<file path="src/rtl/wb_write_arbiter_pkg.sv">
// Shared constants and the write-source selection used by the write-back arbiter.
// Mirrors the defines.vh constants so the arbiter slice compiles standalone.
package wb_write_arbiter_pkg;
  localparam int DATALENGTH    = 32;
  localparam int R_SIZE        = 5;
  localparam int REGNUM        = 1 << R_SIZE;
  localparam logic [DATALENGTH-1:0] ZEROWORD = '0;
  localparam int WB_FIFO_DEPTH = 4;

  typedef enum logic [1:0] {
    WB_NONE,
    WB_ALU,
    WB_FIFO,
    WB_BYPASS
  } wb_src_e;

  // ALU first, then the oldest buffered load, then a load arriving this cycle.
  function automatic wb_src_e wb_select(input logic alu_win, input logic fifo_empty,
                                        input logic ld_direct);
    wb_src_e s;
    s = WB_NONE;
    if (alu_win)          s = WB_ALU;
    else if (!fifo_empty) s = WB_FIFO;
    else if (ld_direct)   s = WB_BYPASS;
    return s;
  endfunction
endpackage

</file>
<file path="src/rtl/wb_load_fifo.sv">
// In-order buffer for load responses that lost write-port arbitration.
// Pointers wrap naturally because DEPTH is a power of two.
module wb_load_fifo
  import wb_write_arbiter_pkg::*;
#(
  parameter int DEPTH = WB_FIFO_DEPTH,
  parameter int AW    = R_SIZE,
  parameter int DW    = DATALENGTH
) (
  input  logic                     clock,
  input  logic                     reset,
  input  logic                     push,
  input  logic [AW-1:0]            push_dest,
  input  logic [DW-1:0]            push_data,
  input  logic                     pop,
  output logic [AW-1:0]            head_dest,
  output logic [DW-1:0]            head_data,
  output logic [$clog2(DEPTH):0]   count,
  output logic                     full,
  output logic                     empty
);
  localparam int PW = $clog2(DEPTH);
  localparam int CW = PW + 1;

  logic [AW+DW-1:0] mem [DEPTH];
  logic [PW-1:0]    wr_ptr, rd_ptr;
  logic             do_push, do_pop;

  assign full    = (count == CW'(DEPTH));
  assign empty   = (count == '0);
  assign do_push = push && !full;
  assign do_pop  = pop && !empty;

  assign {head_dest, head_data} = mem[rd_ptr];

  // Storage needs no reset: count gates every read of it.
  always_ff @(posedge clock) begin
    if (do_push) mem[wr_ptr] <= {push_dest, push_data};
  end

  always_ff @(posedge clock or posedge reset) begin
    if (reset) begin
      wr_ptr <= '0;
      rd_ptr <= '0;
      count  <= '0;
    end else begin
      if (do_push) wr_ptr <= wr_ptr + 1'b1;
      if (do_pop)  rd_ptr <= rd_ptr + 1'b1;
      case ({do_push, do_pop})
        2'b10:   count <= count + 1'b1;
        2'b01:   count <= count - 1'b1;
        default: count <= count;
      endcase
    end
  end
endmodule

</file>
<file path="src/rtl/wb_write_arbiter.sv">
// Register-file write-port arbiter: ALU write-back has priority, load responses
// are written directly or buffered, and a pending mask tracks outstanding loads.
module wb_write_arbiter
  import wb_write_arbiter_pkg::*;
#(
  parameter int DEPTH = WB_FIFO_DEPTH,
  parameter int DW    = DATALENGTH,
  parameter int AW    = R_SIZE
) (
  input  logic                     clock,
  input  logic                     reset,
  input  logic                     alu_valid,
  input  logic [AW-1:0]            alu_dest,
  input  logic [DW-1:0]            alu_data,
  input  logic                     ld_issue,
  input  logic [AW-1:0]            ld_issue_dest,
  input  logic                     ld_valid,
  input  logic [AW-1:0]            ld_dest,
  input  logic [DW-1:0]            ld_data,
  output logic                     ld_ready,
  output logic                     RegWriteW,
  output logic [AW-1:0]            A3,
  output logic [DW-1:0]            WD3,
  output logic [(2**AW)-1:0]       pending_mask,
  output logic [$clog2(DEPTH):0]   fifo_count
);
  localparam int NREG = 2 ** AW;

  logic            fifo_full, fifo_empty;
  logic [AW-1:0]   head_dest;
  logic [DW-1:0]   head_data;
  logic            ld_xfer, ld_keep, alu_win, ld_write, push, pop;
  wb_src_e         src;
  logic [AW-1:0]   wdest;
  logic [DW-1:0]   wdata;
  logic [NREG-1:0] set_vec, clr_vec;

  assign ld_ready = !reset && !fifo_full;
  assign ld_xfer  = ld_valid && ld_ready;
  assign ld_keep  = ld_xfer && (ld_dest != '0);
  assign alu_win  = alu_valid && (alu_dest != '0);

  assign src      = wb_select(alu_win, fifo_empty, ld_keep);
  assign pop      = (src == WB_FIFO);
  assign push     = ld_keep && (src != WB_BYPASS);
  assign ld_write = (src == WB_FIFO) || (src == WB_BYPASS);

  always_comb begin
    wdest = '0;
    wdata = '0;
    case (src)
      WB_ALU:    begin wdest = alu_dest;  wdata = alu_data;  end
      WB_FIFO:   begin wdest = head_dest; wdata = head_data; end
      WB_BYPASS: begin wdest = ld_dest;   wdata = ld_data;   end
      default:   ;
    endcase
  end

  wb_load_fifo #(.DEPTH(DEPTH), .AW(AW), .DW(DW)) u_fifo (
    .clock     (clock),
    .reset     (reset),
    .push      (push),
    .push_dest (ld_dest),
    .push_data (ld_data),
    .pop       (pop),
    .head_dest (head_dest),
    .head_data (head_data),
    .count     (fifo_count),
    .full      (fifo_full),
    .empty     (fifo_empty)
  );

  // A3/WD3 hold their last value on idle cycles; only RegWriteW drops.
  always_ff @(posedge clock or posedge reset) begin
    if (reset) begin
      RegWriteW <= 1'b0;
      A3        <= '0;
      WD3       <= DW'(ZEROWORD);
    end else begin
      RegWriteW <= (src != WB_NONE);
      if (src != WB_NONE) begin
        A3  <= wdest;
        WD3 <= wdata;
      end
    end
  end

  // Register 0 is never tracked; a new issue wins over a same-edge retire.
  for (genvar i = 0; i < NREG; i++) begin : g_pend
    if (i == 0) begin : g_zero
      assign set_vec[i] = 1'b0;
      assign clr_vec[i] = 1'b0;
    end else begin : g_reg
      assign set_vec[i] = ld_issue && (ld_issue_dest == AW'(i));
      assign clr_vec[i] = ld_write && (wdest == AW'(i));
    end
  end

  always_ff @(posedge clock or posedge reset) begin
    if (reset) pending_mask <= '0;
    else       pending_mask <= (pending_mask & ~clr_vec) | set_vec;
  end
endmodule

</file>
<file path="config.mk">
export PLATFORM = sky130hd
export DESIGN_NAME = wb_write_arbiter
export DESIGN_NICKNAME = d
export VERILOG_FILES = /design/src/rtl/wb_write_arbiter_pkg.sv /design/src/rtl/wb_load_fifo.sv /design/src/rtl/wb_write_arbiter.sv
export SDC_FILE = /design/constraint.sdc
export NUM_CORES = 1
export LEC_CHECK = 0
export CAP_MARGIN = 0
export CORE_ASPECT_RATIO = 0.7
export CORE_UTILIZATION = 45
export DETAILED_ROUTE_END_ITERATION = 6
export MAX_ROUTING_LAYER = met4
export PLACE_DENSITY = 0.7
export SLEW_MARGIN = 20
export SYNTH_ARGS = -nofsm -noshare
export SYNTH_HDL_FRONTEND = slang
export SYNTH_SLANG_ARGS = --single-unit
</file>
<file path="constraint.sdc">
create_clock -name clock -period 3.2 [get_ports clock]
set_clock_uncertainty 0.15 [all_clocks]
set_input_delay 0.64 -clock clock [delete_from_list [all_inputs] [get_ports clock]]
set_output_delay 0.64 -clock clock [all_outputs]
set_load 0.02 [all_outputs]
</file>
# After elaboration in Yosys (flattened, before gate mapping)
# Memories as Yosys holds them, arrays and structs flattened.
# Index checks and enable logic that the tools add are counted.
# totals
regBits,77
latch_bits,0
ram_bits,148
romBits,0
inputBits,84
out_inout_bits,74
word_cells,170
memories,1
# op_classes
add_sub_neg,4
multipliers,0
div_mod_pow,0
n_lt_le_gt_ge,0
n_eq_ne,69
n_shift,0
mux,8
bitwise_logic,3
reduce_logical,78
# memory_table
memory,depth,width,read_ports,rd_ports_with_merged_regs,wr,line,text
u_fifo.mem,4,37,1,0,1,wb_load_fifo.sv:25,logic [AW+DW-1:0] mem [DEPTH];
# op_table
cell,count
"== test 5 bit, second input constant",32
one-hot mux 32 bit (3 select lines),1
"== test 5 x 4 -> 1 bit, second input constant",16
logical AND 1 bit,69
"== test 5 x 3 -> 1 bit, second input constant",8
AND 32 bit,1
NOT 32 bit,1
bitwise OR 32 bit,1
"== test 5 x 2 -> 1 bit, second input constant",4
one-hot mux 5 bit (3 select lines),1
"== test 5 x 1 -> 1 bit, second input constant",2
nonzero test 5 bit,2
"== test 2 bit, second input constant",3
two-way mux 2 bit,3
one-hot mux 3 bit (2 select lines),1
"adder 2 x 1 -> 2 bit, second input constant",2
"== test 2 x 1 -> 1 bit, second input constant",2
nonzero test 2 bit,2
"adder 3 x 1 -> 3 bit, second input constant",1
"== test 3 bit, second input constant",1
zero test 1 bit,3
zero test 3 bit,1
"subtractor 3 x 1 -> 3 bit, second input constant",1
two-way mux 1 bit,2
other kinds (2),2

# Logic depth before layout (Yosys ltp)
# Gate-level depths: netlist of the first run.
# depth
word_depth,15
ltp_mapped,11
ltp_nobuf,11

# Modules after synthesis
# From an unflattened synthesis of the first run, not the netlist that was laid out.
# hier_totals
cells_unflattened,633
hier_area_um2,9346.5
# by_module_without_submodules
mod,n_inst,cells_each,area_each_um2,seq_area_each_um2
wb_load_fifo,1,231,5759.3,4619.4
wb_write_arbiter,1,402,3587.2,1726.7

# Worst setup path before layout of the first run
# No wires, ideal clock.
# synth_path
kind,input to register
from,input port alu_dest[3]
to,register u_fifo.count[2]
setup_ns,0.080
arrival_ns,2.764
required_ns,2.970
slack_ns,0.206
stages,11
path_buffers,0
path_cell_list,or3_1 -> o31ai_4 -> nor2_1 -> o31a_1 -> inv_1 -> ha_1 -> inv_1 -> fa_1 -> xor2_1 -> nor2_1 -> xor2_1
# synth_via
elab_chain_len,8
word_cells_on_any_way,12
classes_between,eq/ne: 4; mux: 2; reduce/logical: 6
# synth_lines
item,line,text
"start, declared",wb_write_arbiter.sv:13,"input logic [AW-1:0] alu_dest,"
nonzero test 5 bit (*),wb_write_arbiter.sv:41,assign alu_win = alu_valid && (alu_dest != '0);
logical AND 1 bit (*),wb_write_arbiter.sv:41,
two-way mux 2 bit (*),wb_write_arbiter_pkg.sv:22,if (alu_win) s = WB_ALU;
inequality test 2 bit,wb_write_arbiter.sv:45,assign push = ld_keep && (src != WB_BYPASS);
logical AND 1 bit,wb_write_arbiter.sv:45,
logical AND 1 bit,wb_load_fifo.sv:31,assign do_push = push && !full;
== test 2 x 1 -> 1 bit or == test 2 bit (tied branches),wb_load_fifo.sv:49,"case ({do_push, do_pop})"
one-hot mux 3 bit (2 select lines) or nonzero test 2 bit (tied branches),n/a,
"end signal, assigned",wb_load_fifo.sv:50,2'b10: count <= count + 1'b1;
"end signal, assigned",wb_load_fifo.sv:51,2'b01: count <= count - 1'b1;
"end signal, assigned",wb_load_fifo.sv:52,default: count <= count;
"end, declared",wb_load_fifo.sv:18,"output logic [$clog2(DEPTH):0] count,"
# Every way passes the cells marked *; elsewhere a longest branch is shown, timed or not.
# A chain may end at the register's enable or synchronous reset.

# Worst setup path after layout of the first run
# Same ends and word-level chain as after synthesis.

==> results by group, run 1 <==
Clock network
  – H-tree depth: 1
  – Post-CTS Setup Repair Bufs: 0
  – Num CTS Buffers: 22
  – Max clock buf depth: 3
  – Cts hold-fix bufs: 0
  – Clock slew at reported path FFs: 0.06 ns
  – Clock Latency Late Sink: 0.51 ns
  – TritonCTS clock tree: built
  – Sink Count: 224
  – Post-cts sizing count: 0
  – CTS Root Cell: clkbuf_16

Route
  – Antenna viol nets, final: 0
  – Drt first-iter violations: 775
  – WL/cell: 20.92 um
  – Final wirelength: 23600 um
  – Vias per Instance: 5.850
  – Total number of vias: 6599
  – DRC: 0
  – Drt pass-1 iters: 5

Synth
  – Post-synth top area share: 47.09%
  – Largest area contributor in the synthesized netlist: edfxtp_1
  – Most frequent cells after synthesis: 148 x edfxtp_1, 76 x dfrtp_1, 71 x nand2_1
  – Yosys Warn Count: 0
  – Mapped cell area: 0.009438 mm^2
  – Distinct cell type count after synthesis: 56
  – Post-synthesis async set-or-reset flop share: 33.93%
  – Syn nets: 751
  – Gate Count Post-Synth: 661
  – Register bit total from synthesis: 224
  – Sequential cell area fraction in the yosys report: 67.24%
  – Synth top area cells: edfxtp_1 47%, dfrtp_1 20%, mux4_2 8.6%
  – Ys flop type: edfxtp_1
  – Post-synth EDFFs: 148
  – Cell with the most instances after synthesis: edfxtp_1
  – Syn Area/Cell: 14.28 um^2

Timing
  – Slew @ Worst Pin: 0.5371 ns
  – Final setup fails: 0
  – Slew Viols, Final: 0
  – Max-slew headroom: 64.03%
  – Final period utilization: 89.31%
  – RSZ-0062 raised after global routing: no
  – Final min period: 2.858 ns
  – Hold WS: 0.3331 ns
  – Max Freq: 349.9 MHz
  – Endpoints failing hold: 0

GRT
  – First-pass GRT wire length: 37030 um
  – All-Layer GR Usage: 23.29%
  – Total grt overflow: 0
  – Vias in the first global route: 6665
  – Initial antenna violation count: 0
  – Largest net degree at the start of global routing: 53

Place
  – Placed Area: 0.01159 mm^2
  – # port buffers: 156
  – GPL Wtd Cong: 0.9857
  – Detail Placement HPWL: 16010 um

Pwr
  – Logic pwr share: 35.3%
  – Maximum VDD drop: 0.4238 mV
  – Int Power: 6.893 mW
  – Sequential share of power: 39.7%
  – Switching pwr: 3.315 mW
  – Clk network pwr share: 24.9%
  – Pwr Density: 829.8 mW/mm^2
  – Design Power: 10.21 mW
  – Sw frac: 32.47%
  – Leakage power: 4.425 nW

Cells and area
  – Post-layout util: 60.97%
  – Share of layout cells above drive strength 1: 15.15%
  – Diodes inserted: 0
  – Fillers: 1520
  – Nets@finish: 932
  – Post-route cell area: 0.01230 mm^2
  – P&R area growth vs syn: 30.35%

Setup path
  – Startpoint Class: primary input
  – Max Fanout on Critical Path: 3
  – Arr. time, crit path: 3.13 ns
  – Worst setup EP type: flip-flop
  – CP Data Required Time: 3.47 ns
  – Crit path kind: primary input to flip-flop

Die
  – Overall die height: 123.2 um
  – Starting density of the core: 46.78%
  – Die area: 0.02157 mm^2
  – Ports: 158
  – Die Width: 175.1 um
  – Core area: 0.02018 mm^2
  – FP Rows: 43

Run status
  – Status: complete, no violations

Min path
  – Hold crit path type: primary input to asynchronous set/reset pin

Job
  – Max Cap Viol: 0
-- routing by layer --
layer	global-route usage (%)	routed length [um]	vias to the layer above
met5	-	0	-
met4	5.761	416	0
met3	4.428	1999	46
met2	35.57	10970	317
met1	32.54	10220	3314
li1	-	-	2922
-- sequential cells by signal (all words and copies together), names as in the netlist --
register	cells
u_fifo.mem	148
WD3	32
pending_mask	31
A3	5
u_fifo.count	3
u_fifo.rd_ptr	2
u_fifo.wr_ptr	2
RegWriteW	1
-- cell usage in the layout (no fill, tap or decap), types with 11 or more instances in the layout --
cell type / instances
a21oi_1: 55
a221oi_1: 13
and3_1: 16
buf_4: 31
clkbuf_16: 23
clkdlybuf4s50_1: 156
dfrtp_1: 74
edfxtp_1: 148
mux4_2: 36
nand2_1: 71
nor2_1: 39
o21ai_0: 37
o31ai_1: 11
-- layout make-up --
class	count	area (um^2)	area share, %
sequential	224	6349	51.61
multi-input combinational	389	2910	23.66
timing repair buffer	195	1954	15.89
clock buffer	27	600.6	4.882
tap	270	337.8	2.746
clock inverter	13	111.4	0.9052
inverter	10	38.79	0.3153
-- power groups by stage --
stage	Clock [mW]	Combinational, mW	Sequential, mW
detailed placement	0	3.62	4.11
floorplan	0	1.74	4.41
CTS	2.60	3.63	4.06
global placement	0	3.53	4.07
finish	2.55	3.60	4.06
global route	2.72	3.90	4.12
-- kinds of logic after synthesis --
logic type,after synthesis,synth area share (%)
compound gates,174,12.24
simple gates,163,7.848
xor+xnor,6,0.5569
fa+ha+maj,6,0.8750
other cells,1,0.03973
flops,224,67.24
mux,39,9.095
buf+inv,48,2.108
-- worst max-delay path: stages --
cell and delay [ns]:
clkdlybuf4s50_1 0.42, or3_1 0.45, o31ai_4 0.22, nor2_1 0.06
o31a_1 0.26, inv_1 0.06, ha_1 0.17, inv_1 0.06
fa_1 0.37, xor2_1 0.15, nor2_1 0.11, xor2_1 0.16
-- final timing paths --
path / from / endpoint / slack (ns) / cells after the start
max: alu_dest[3] / u_fifo.count[2]$_DFFE_PP0P_ / 0.34 / 12
min: reset / WD3[13]$_DFFE_PP0P_ / 0.33 / 2
max reg2reg: u_fifo.rd_ptr[1]$_DFFE_PP0P_ / pending_mask[3]$_DFF_PP0_ / 0.58 / 5
min reg2reg: WD3[26]$_DFFE_PP0P_ / WD3[26]$_DFFE_PP0P_ / 0.33 / 2
max in group asynchronous: reset / WD3[4]$_DFFE_PP0P_ / 1.88 / 3
min in group clock: WD3[26]$_DFFE_PP0P_ / WD3[26]$_DFFE_PP0P_ / 0.33 / 2
-- through the flow --
step                      TNS (ns)  instances  worst slack, ns
after floorplan                  0        661           0.2060
after global placement     -0.1237       1088          -0.1237
after detailed placement   -0.3202       1088          -0.1586
after CTS                        0       1128           0.3554
after global routing             0       1128           0.2129
final                            0       1128           0.3420
Power figures use the tool's default switching activity.
==> run 2: changes to the inputs <==
- CELL_PAD_IN_SITES_DETAIL_PLACEMENT: not set -> 1
- CELL_PAD_IN_SITES_GLOBAL_PLACEMENT: not set -> 1
- CORE_UTILIZATION: 45 -> 44
- PLACE_DENSITY: 0.7 -> 0.81
==> run 2 against run 1 <==
  * Worst hold slack worse by 0.0039 ns
  * Fmax is 1.4% lower
  * Critical endpoint unchanged
  * Die area is 2.2% higher
  * Critical path depth stayed put
  * Critical path type unchanged
==> results by group, run 2 (synthesis gave the netlist of run 1 again) <==
Run status
  – Status: complete, no violations

Timing
  – Max-slew headroom: 60.43% (-3.6 points)
  – RSZ-0062 raised after global routing: no
  – Max Freq: 345.0 MHz (-1.4%)
  – Endpoints failing hold: 0 (unchanged)
  – Final min period: 2.899 ns (+0.04058 ns)
  – Final period utilization: 90.58% (+1.3 points)
  – Slew @ Worst Pin: 0.5909 ns (+0.05377 ns)
  – Final setup fails: 0 (unchanged)
  – Slew Viols, Final: 0 (unchanged)

Cells and area
  – Post-route cell area: 0.01237 mm^2 (+0.54%)
  – P&R area growth vs syn: 31.05%
  – Commonest non-fill, non-tap cell in the layout: clkdlybuf4s50_1
  – Max FFs per register: 148 (unchanged)
  – Post-layout util: 59.28% (-1.7 points)
  – Most frequent cells in the layout: 156 x clkdlybuf4s50_1, 148 x edfxtp_1, 74 x dfrtp_1
  – Biggest registers after layout: u_fifo.mem x148, WD3 x32, pending_mask x31
  – Share of layout cells above drive strength 1: 15.72% (+0.57 points)
  – Diodes inserted: 0 (unchanged)
  – Largest Register: u_fifo.mem
  – Nets@finish: 939 (+0.75%)

Min path
  – Hold crit path type: flip-flop to flip-flop

Clock network
  – H-tree depth: 1 (unchanged)
  – Post-cts sizing count: 0 (unchanged)
  – Clock slew at reported path FFs: 0.06 ns (about the same)
  – Max clock buf depth: 3 (unchanged)
  – Clock Latency Late Sink: 0.50 ns (about the same)
  – Post-CTS Setup Repair Bufs: 0 (unchanged)
  – TritonCTS clock tree: built
  – Num CTS Buffers: 23 (+4.5%)
  – CTS Root Cell: clkbuf_16
  – Sink Count: 224 (unchanged)
  – Cts hold-fix bufs: 0 (unchanged)

Route
  – Antenna viol nets, final: 0 (unchanged)
  – Final wirelength: 27910 um (+18%)
  – Drt pass-1 iters: 5 (unchanged)
  – Total number of vias: 6785 (+2.8%)
  – Drt first-iter violations: 535 (-31%)
  – WL/cell: 24.46 um (+17%)
  – Vias per Instance: 5.947 (+1.6%)
  – DRC: 0 (unchanged)

Place
  – Placed Area: 0.01162 mm^2 (+0.25%)
  – GPL Wtd Cong: 0.8969 (-9.0%)
  – Detail Placement HPWL: 18150 um (+13%)
  – # port buffers: 156 (unchanged)

Die
  – Ports: 158 (unchanged)
  – Overall die height: 124.5 um (+1.1%)
  – Starting density of the core: 45.23% (-1.5 points)
  – Core area: 0.02087 mm^2 (+3.4%)
  – Die area: 0.02205 mm^2 (+2.2%)
  – FP Rows: 44 (+2.3%)
  – Die Width: 177.1 um (+1.1%)

Setup path
  – Crit path kind: primary input to flip-flop
  – Max Fanout on Critical Path: 2 (-1)
  – Arr. time, crit path: 3.17 ns (+0.04 ns)
  – Startpoint Class: primary input
  – CP Data Required Time: 3.47 ns (about the same)
  – Worst setup EP type: flip-flop

GRT
  – All-Layer GR Usage: 26.81% (+3.5 points)
  – Vias in the first global route: 7485 (+12%)
  – Total grt overflow: 0 (unchanged)
  – Initial antenna violation count: 0 (unchanged)
  – First-pass GRT wire length: 43560 um (+18%)
  – Largest net degree at the start of global routing: 77 (+45%)

Pwr
  – Maximum VDD drop: 0.4572 mV (+7.9%)
  – Pwr Density: 846.8 mW/mm^2 (+2.1%)
  – Leakage power: 4.466 nW (+0.94%)

Job
  – Max Cap Viol: 0 (unchanged)
run 2: cell count changes in the layout (fill, tap and decap cells not counted), sizes merged:
cell and delta:
clkbuf +7, clkinvlp -1, buf +6, clkinv -5
run 2: stage by stage:
| stage | instances | setup TNS [ns] | power (mW) | worst slack, ns | hold slack [ns] |
|---|---|---|---|---|---|
| final | 1141 | 0 | 10.47 | 0.3014 | 0.3292 |
| after global routing | 1141 | 0 | 10.95 | 0.1635 | 0.3579 |
| after CTS | 1141 | 0 | 10.54 | 0.3184 | 0.3355 |
| after detailed placement | 1100 | -0.2229 | 7.791 | -0.1735 | 0.3217 |
| after global placement | 1100 | -0.1186 | 7.612 | -0.1186 | 0.3108 |
| after floorplan | 661 | 0 | 6.148 | 0.2060 | 0.3840 |
run 2: final cells by class:
type / instances / area, um^2
clock buffers: 34 / 668.1
clock inverters: 7 / 81.33
fillers: 2023 / 8497
inverters: 10 / 38.79
multi-input cells: 389 / 2912
flip-flops and latches: 224 / 6349
well taps: 276 / 345.3
repair buffers: 201 / 1974
run 2: worst paths after layout:
path	from	endpoint	slack (ns)	depth (start not counted)
setup / recovery	alu_dest[3]	u_fifo.count[2]$_DFFE_PP0P_	0.30	12
hold / removal	WD3[25]$_DFFE_PP0P_	WD3[25]$_DFFE_PP0P_	0.33	2
setup reg to reg	u_fifo.count[0]$_DFFE_PP0P_	pending_mask[5]$_DFF_PP0_	0.32	6
hold reg to reg	WD3[25]$_DFFE_PP0P_	WD3[25]$_DFFE_PP0P_	0.33	2
max in group asynchronous	reset	WD3[20]$_DFFE_PP0P_	2.03	3
min in group asynchronous	reset	WD3[8]$_DFFE_PP0P_	0.47	3
run 2: report_power, final:
group | total (mW) | switching, mW | internal, mW
clock network | 2.70 | 1.10 | 1.60
registers | 4.10 | 0.417 | 3.68
logic | 3.68 | 1.95 | 1.72
run 2: routing by layer:
| layer | share of wire (%) | routed length [um] | global-route usage [%] | vias up |
|---|---|---|---|---|
| met3 | 6.1 | 1698 | 4.518 | 45 |
| met4 | 1.7 | 480 | 6.034 | 0 |
| met2 | 49 | 13680 | 42.95 | 268 |
| met1 | 43 | 12050 | 35.97 | 3534 |
| met5 | 0 | 0 | - | - |
| li1 | - | - | - | 2938 |
run 2: critical path, cell delays in order:
cell and delay [ns]:
clkdlybuf4s50_1 0.43, or3_1 0.45, o31ai_4 0.24, nor2_1 0.09
o31a_1 0.27, inv_1 0.06, ha_1 0.16, inv_1 0.06
fa_1 0.37, xor2_1 0.15, nor2_1 0.11, xor2_1 0.15
